`src/rtl/ram_port_arbiter.sv`:
```
// Shares the single-port RAM between fetch (F, read-only) and load/store (D); one access in flight, gnt next cycle, rdata RD_LAT cycles after gnt.
// Loser keeps req high and is served at the next IDLE decision; define RAM_ARB_RR_EN for round-robin ties (default: D over F).
module ram_port_arbiter #(
    parameter int DATA_W = 16,
    parameter int ADDR_W = 8,
    parameter int RD_LAT = 1
) (
    input  logic              clk,
    input  logic              reset,
    input  logic              f_req,
    input  logic [ADDR_W-1:0] f_addr,
    output logic              f_gnt,
    output logic              f_rvalid,
    output logic [DATA_W-1:0] f_rdata,
    input  logic              d_req,
    input  logic              d_wr,
    input  logic [ADDR_W-1:0] d_addr,
    input  logic [DATA_W-1:0] d_wdata,
    output logic              d_gnt,
    output logic              d_rvalid,
    output logic [DATA_W-1:0] d_rdata,
    output logic [ADDR_W-1:0] ram_addr,
    output logic              ram_mwrite,
    output logic [DATA_W-1:0] ram_in,
    input  logic [DATA_W-1:0] ram_out,
    output logic              busy
);
    typedef enum logic [1:0] {IDLE, ISSUE, WAIT, RESP} state_t;

    state_t     state;
    logic       sel_d;
    logic       is_wr;
    logic [1:0] cnt;
    logic       pick_d;
    logic       resp_go;

`ifdef RAM_ARB_RR_EN
    logic last_d;
    assign pick_d = d_req && (!f_req || !last_d);
`else
    assign pick_d = d_req;
`endif

    // ram_out is valid on the edge that moves us into RESP
    assign resp_go = (state == ISSUE && !is_wr && RD_LAT == 1) ||
                     (state == WAIT && cnt == 2'd0);

    always_ff @(posedge clk or negedge reset) begin
        if (!reset) begin
            state      <= IDLE;
            sel_d      <= 1'b0;
            is_wr      <= 1'b0;
            cnt        <= 2'd0;
            f_gnt      <= 1'b0;
            d_gnt      <= 1'b0;
            f_rvalid   <= 1'b0;
            d_rvalid   <= 1'b0;
            f_rdata    <= '0;
            d_rdata    <= '0;
            ram_addr   <= '0;
            ram_in     <= '0;
            ram_mwrite <= 1'b0;
            busy       <= 1'b0;
`ifdef RAM_ARB_RR_EN
            last_d     <= 1'b0;
`endif
        end else begin
            f_gnt      <= 1'b0;
            d_gnt      <= 1'b0;
            f_rvalid   <= 1'b0;
            d_rvalid   <= 1'b0;
            ram_mwrite <= 1'b0;
            case (state)
                IDLE: begin
                    if (f_req || d_req) begin
                        state    <= ISSUE;
                        sel_d    <= pick_d;
                        is_wr    <= pick_d && d_wr;
                        ram_addr <= pick_d ? d_addr : f_addr;
                        d_gnt    <= pick_d;
                        f_gnt    <= !pick_d;
                        busy     <= 1'b1;
                        if (pick_d && d_wr) begin
                            ram_in     <= d_wdata;
                            ram_mwrite <= 1'b1;
                        end
`ifdef RAM_ARB_RR_EN
                        last_d   <= pick_d;
`endif
                    end
                end
                ISSUE: begin
                    if (is_wr) begin
                        state <= IDLE;
                        busy  <= 1'b0;
                    end else if (RD_LAT > 1) begin
                        state <= WAIT;
                        cnt   <= 2'(RD_LAT - 2);
                    end else begin
                        state <= RESP;
                    end
                end
                WAIT: begin
                    if (cnt == 2'd0) begin
                        state <= RESP;
                    end else begin
                        cnt <= cnt - 2'd1;
                    end
                end
                default: begin
                    state <= IDLE;
                    busy  <= 1'b0;
                end
            endcase
            if (resp_go) begin
                if (sel_d) begin
                    d_rdata  <= ram_out;
                    d_rvalid <= 1'b1;
                end else begin
                    f_rdata  <= ram_out;
                    f_rvalid <= 1'b1;
                end
            end
        end
    end
endmodule

```
`config.mk`:
```
export PLATFORM = sky130hd
export DESIGN_NAME = ram_port_arbiter
export DESIGN_NICKNAME = d
export VERILOG_FILES = /design/src/rtl/ram_port_arbiter.sv
export SDC_FILE = /design/constraint.sdc
export NUM_CORES = 1
export LEC_CHECK = 0
export CAP_MARGIN = 20
export CORE_MARGIN = 2
export CORE_UTILIZATION = 42
export CTS_CLUSTER_SIZE = 28
export DETAILED_ROUTE_END_ITERATION = 10
export PLACE_DENSITY = 0.86
export SETUP_SLACK_MARGIN = 0.15
export SYNTH_ARGS = -nofsm -noshare
export SYNTH_HDL_FRONTEND = slang
export SYNTH_SLANG_ARGS = --single-unit
```
`constraint.sdc`:
```
create_clock -name clk -period 2.55 [get_ports clk]
set_clock_uncertainty 0.2 [all_clocks]
set_input_delay 0.51 -clock clk [delete_from_list [all_inputs] [get_ports clk]]
set_output_delay 0.51 -clock clk [all_outputs]
set_load 0.1 [all_outputs]
```
==> qor.yml, run 1 <==
sta:
  rsz0062_at_grt: "no"
  setup_tns_ns: 0
  finalCritPeriodShare_pct: 84.73
  tightest_slew_ns: 0.8103
  slew_violations: 0
  min_period_ns: 2.161
  setup_viol: 0
  hold_violations: 0
  fmax_mhz: 462.8
  relSlewSlack_pct: 45.98
routing:
  wirelength_mm: 5.573
  routed-wl-met2_mm: 2.656
  firstDrtPassIters: 4
  postRouteAntennaNets: 0
  drc_errors: 0
  highest_layer: "met4"
  vias: 1801
  avgRoutedWirePerCell_um: 14.90
  route.met3.wl_um: 446
  met1_length_mm: 2.357
  vias_per_cell: 4.816
  drtIter0Drc: 38
logic_synthesis:
  yosysWarnings: 0
  synth_top_area_share_pct: 62.93
  synth_area_leaders: "dfrtp_1 63%, mux2_2 22%, mux2_4 5.0%, buf_12 0.74%, inv_1 0.69%"
  ys_ff_latch: 68
  avgSynthCellArea_sq_um: 16.19
  ys_types: 31
  syn_nets: 221
  yosysTopAreaCell: "dfrtp_1"
  ys_seq_area_share_pct: 62.93
  syn-instance-count: 167
  syn_area_sq_um: 2704
clock_network:
  cts_made_buffers: 9
  cts_sinks: 68
  clock_latency_ns: 0.33
  cts_tree: "yes"
  clock_path_buffers: 2
  clock-root-buffer: "clkbuf_8"
  h-tree-depth: 3
  clkTransAtPathRegs_ns: 0.07
floorplanning:
  rows: 29
  core_sq_um: 6277
  die_area_sq_um: 7096
  chipWidth_um: 84.24
  pin_count: 115
  start_util_pct: 43.07
  die_y_um: 84.24
global_routing:
  grt_max_degree: 30
  grt_pass1_vias: 1972
  antenna_found_initial: 0
  grt_usage_pct: 17.05
  grt_pass1_wl_mm: 9.459
  grt_overflow: 0
placed_design:
  place_hpwl_mm: 4.161
  gp_congestion: 0.7362
  placedCellCount: 357
  portBuffers: 114
final_layout:
  layout_commonest_cell: "dfrtp_1"
  final_util_pct: 63.50
  antenna_cells: 0
  drive_gt1_share_pct: 50.17
  syn_to_final_growth_pct: 47.43
  finalNonFillerCells: 374
  nNetsFinal: 346
  layout_common_cells: "68 x dfrtp_1, 67 x buf_4, 54 x mux2_2"
run:
  drv_cap: 0
critical_path:
  required_ns: 2.57
  worstSetupEndpointType: "register"
  critPathMaxFanout: 17
  cp.arrival_ns: 2.18
  path_class: "register to register"
  critPathLaunchType: "register"
worst_hold_path:
  hold_class: "register to register"
run_status:
  status: "complete, no violations"
metrics by stage:
step	instance area, sq um	hold slack [ns]	setup slack [ns]
6_report	3986	0.3045	0.3894
5_1_grt	3986	0.3252	0.2454
4_1_cts	3986	0.3102	0.3612
3_5_place_dp	3782	0.2944	0.3384
3_3_place_gp	3782	0.2710	0.3821
2_1_floorplan	2704	0.01441	0.6043
final cells by class:
class                   instances  area (sq um)
fillers                       498          2291
flip-flops and latches         68          1702
repair buffers                121          1049
multi-input cells              87         927.1
clock buffers                  12         145.1
well taps                      77         96.34
clock inverters                 4         48.80
inverters                       5         18.77
critical path: stages (launching register included):
cell     delay (ns)
dfrtp_1        0.46
or3b_4         0.46
a21bo_1        0.51
mux2_4         0.42
synthesized netlist by cell type:
cell / number
buf_6: 1
a21o_1: 1
o21ai_0: 1
buf_2: 2
mux2_2: 54
and3_1: 1
mux2_1: 1
a21oi_4: 1
buf_4: 1
a21bo_1: 1
o21bai_1: 1
mux2i_1: 1
inv_1: 5
buf_1: 1
nor4b_1: 1
clkbuf_1: 1
nand2_1: 2
and2_1: 1
or3b_4: 1
o21ba_2: 1
o22ai_1: 1
o21a_1: 1
mux2_4: 9
a21oi_1: 2
nand3b_1: 1
nor2_1: 2
buf_12: 1
nand2b_1: 1
ha_1: 1
dfrtp_1: 68
xnor2_1: 1
logic make-up (layout without fill, tap and decap cells):
logic type      count (synthesis)  in the layout  share of synthesized area (%)
flops                          68             68                          62.93
mux                            65             65                          28.27
buf+inv                        12            142                          2.776
compound gates                 10             10                          2.962
simple gates                   10             10                          2.268
fa+ha+maj                       1              1                         0.4627
xor+xnor                        1              1                         0.3240
path summary, 6_finish.rpt:
kind / from / end / slack [ns] / depth (start not counted)
worst max-delay path: state[1]$_DFFE_PN0P_ / d_rdata[9]$_DFFE_PN0P_ / 0.39 / 3
worst min-delay path: f_rdata[6]$_DFFE_PN0P_ / f_rdata[6]$_DFFE_PN0P_ / 0.30 / 1
worst max register to register: state[1]$_DFFE_PN0P_ / d_rdata[9]$_DFFE_PN0P_ / 0.39 / 3
worst min register to register: f_rdata[6]$_DFFE_PN0P_ / f_rdata[6]$_DFFE_PN0P_ / 0.30 / 1
max in group asynchronous: reset / ram_in[11]$_DFFE_PN0P_ / 1.10 / 3
min in group asynchronous: reset / d_rdata[1]$_DFFE_PN0P_ / 0.48 / 2
layer usage:
layer	vias up	track usage, %
li1	834	-
met1	877	21.64
met2	78	26.41
met3	12	5.605
met4	0	8.358
met5	-	0
flip-flops by register name, summed over array words and instances, names as in the netlist:
| signal | count |
|---|---|
| is_wr | 1 |
| f_gnt | 1 |
| cnt | 2 |
| d_rvalid | 1 |
| f_rvalid | 1 |
| busy | 1 |
| ram_mwrite | 1 |
| sel_d | 1 |
| ram_addr | 8 |
| state | 2 |
| d_gnt | 1 |
| d_rdata | 16 |
| f_rdata | 16 |
| ram_in | 16 |
repair_timing:
action,CTS,global route
setup buffers,0,0
endpoints found under the hold margin,19,0
setup endpoints to repair,0,0
resized for setup,0,0
hold buffers,1,0
Power of run 1 is left out: the tool's default activity adds up to more than one toggle a clock period on the data nets, which glitch-free logic cannot reach.
==> run 2, diff against run 1 <==
clock period = 2 ns   (was 2.55 ns; I/O delays follow)
==> run 2 against run 1 <==
First-iteration DRC count grew 11%. Utilization grew 14 points. Maximum frequency grew 16%. Sequential cell count is the same. Cell area grew 22%. Non-clock buffer count grew 6. Setup slack lost 0.25 ns. Final cell count grew 1.3%. Die area is the same. Wire length grew 11%. Critical path type unchanged. Largest cell class is now non-clock buffers.
==> qor.yml, run 2 (synthesis gave the netlist of run 1 again) <==
global_routing:
  grt_overflow: 0
  grt_usage_pct: 18.31
  grt.busiest_layer: "met2"
  grt_pass1_wl_mm: 10.10
  grt_max_degree: 69
  met1_usage_pct: 22.45
  met2_usage_pct: 30.09
  grt_pass1_vias: 2016
  grtUsageMet3_pct: 5.506
  antenna_found_initial: 0
clock_network:
  cts_tree: "yes"
  clock_path_buffers: 2
  cts_sinks: 68
  clock_latency_ns: 0.33
  cts_made_buffers: 9
  clock-root-buffer: "clkbuf_8"
  h-tree-depth: 3
  clkTransAtPathRegs_ns: 0.07
final_layout:
  nNetsFinal: 352
  layout_common_cells: "68 x dfrtp_1, 67 x buf_12, 54 x mux2_2"
  top_regs: "d_rdata (16), f_rdata (16), ram_in (16)"
  antenna_cells: 0
  drive_gt1_share_pct: 52.65
  layout_commonest_cell: "dfrtp_1"
  num-fill-cells: 366
  syn_to_final_growth_pct: 80.24
sta:
  fmax_mhz: 537.3
  relSlewSlack_pct: 76.07
  setup_viol: 0
  slew_violations: 0
  tightest_slew_ns: 0.3589
  hold_violations: 0
  finalCritPeriodShare_pct: 93.05
  min_period_ns: 1.861
  rsz0062_at_grt: "yes"
  hold-worst-slack_ns: 0.3300
critical_path:
  cp.arrival_ns: 1.88
  reg2reg_depth: 4
  required_ns: 2.02
  cp_num_buf_inv: 1
  rr_startpoint: "is_wr$_DFFE_PN0P_"
  cp_top_family: "simple AND/OR/NAND/NOR gates"
  worstSetupEndpointType: "register"
  crit_path_start: "is_wr$_DFFE_PN0P_"
  critPathMaxFanout: 8
  path_class: "register to register"
  crit_end: "d_rdata[12]$_DFFE_PN0P_"
  rr_endpoint: "d_rdata[12]$_DFFE_PN0P_"
  crit_cells: 4
  rrSetupSlack_ns: 0.14
  critPathLaunchType: "register"
  path_cells: "or3b_4 -> a21bo_2 -> clkbuf_16 -> mux2_4"
  max_stage_delay_ns: 0.43
  cpMaxStageDelayCell: "or3b_4"
routing:
  drtIter0Drc: 42
  wirelength_mm: 6.182
  vias: 1835
  drc_errors: 0
  firstDrtPassIters: 3
  vias_per_cell: 4.842
  avgRoutedWirePerCell_um: 16.31
  postRouteAntennaNets: 0
placed_design:
  place_hpwl_mm: 4.536
  portBuffers: 114
  gp_congestion: 0.7314
floorplanning:
  pin_count: 115
  die_y_um: 84.24
  chipWidth_um: 84.24
  start_util_pct: 43.07
  die_area_sq_um: 7096
  core_sq_um: 6277
  rows: 29
worst_hold_path:
  whs_path_depth: 2
  hold_class: "register to register"
run_status:
  status: "complete, no violations"
run:
  drv_cap: 0
## run 2: tightest hold or removal path, delay by kind of cell, from the launching register on
family                 cells  cell delay (ns)
flip-flops                 1             0.34
XOR/XNOR                   1             0.11
buffers and inverters      1             0.04
## run 2: cell type report
type	count	area [sq um]	share of cell area, %
multi-input combinational	87	929.6	19.08
sequential	68	1702	34.92
timing repair buffer	127	1937	39.74
inverter	5	18.77	0.3851
tap	77	96.34	1.977
clock inverter	5	52.55	1.078
clock buffer	10	137.6	2.824
## run 2: worst min path at each step
stage                  startpoint                     end  slack, ns
4_1_cts        cnt[0]$_DFFE_PN0P_      cnt[0]$_DFFE_PN0P_       0.34
6_report       cnt[0]$_DFFE_PN0P_      cnt[0]$_DFFE_PN0P_       0.33
5_1_grt        cnt[0]$_DFFE_PN0P_      cnt[0]$_DFFE_PN0P_       0.36
3_3_place_gp                reset  d_rdata[5]$_DFFE_PN0P_       0.25
2_1_floorplan               reset        busy$_DFFE_PN0P_       -0.1
3_5_place_dp                reset  d_rdata[5]$_DFFE_PN0P_       0.25
## run 2: what timing repair did
action	4_1_cts	5_1_grt
hold endpoints to repair	68	0
hold buffers	1	0
resized for setup	0	3
setup endpoints to repair	0	32
setup buffers	0	2
## run 2: through the flow
step | cell area, sq um | std cells | setup slack (ns) | utilization, % | setup TNS [ns]
after floorplan | 2708 | 167 | 0.1274 | - | 0
after global placement | 4631 | 360 | -0.03848 | 73.77 | -0.4079
after detailed placement | 4631 | 360 | -0.09462 | 73.77 | -1.499
after CTS | 4831 | 376 | 0.1507 | 76.96 | 0
after global routing | 4873 | 379 | 0.1140 | 77.64 | 0
final | 4873 | 379 | 0.1389 | 77.64 | 0
## run 2: metal layers
layer,wire length [um],vias up
met2,3159,73
met3,383,8
met1,2543,904
met4,96,0
li1,-,850
met5,0,-
Power of run 2 is left out for the same reason.
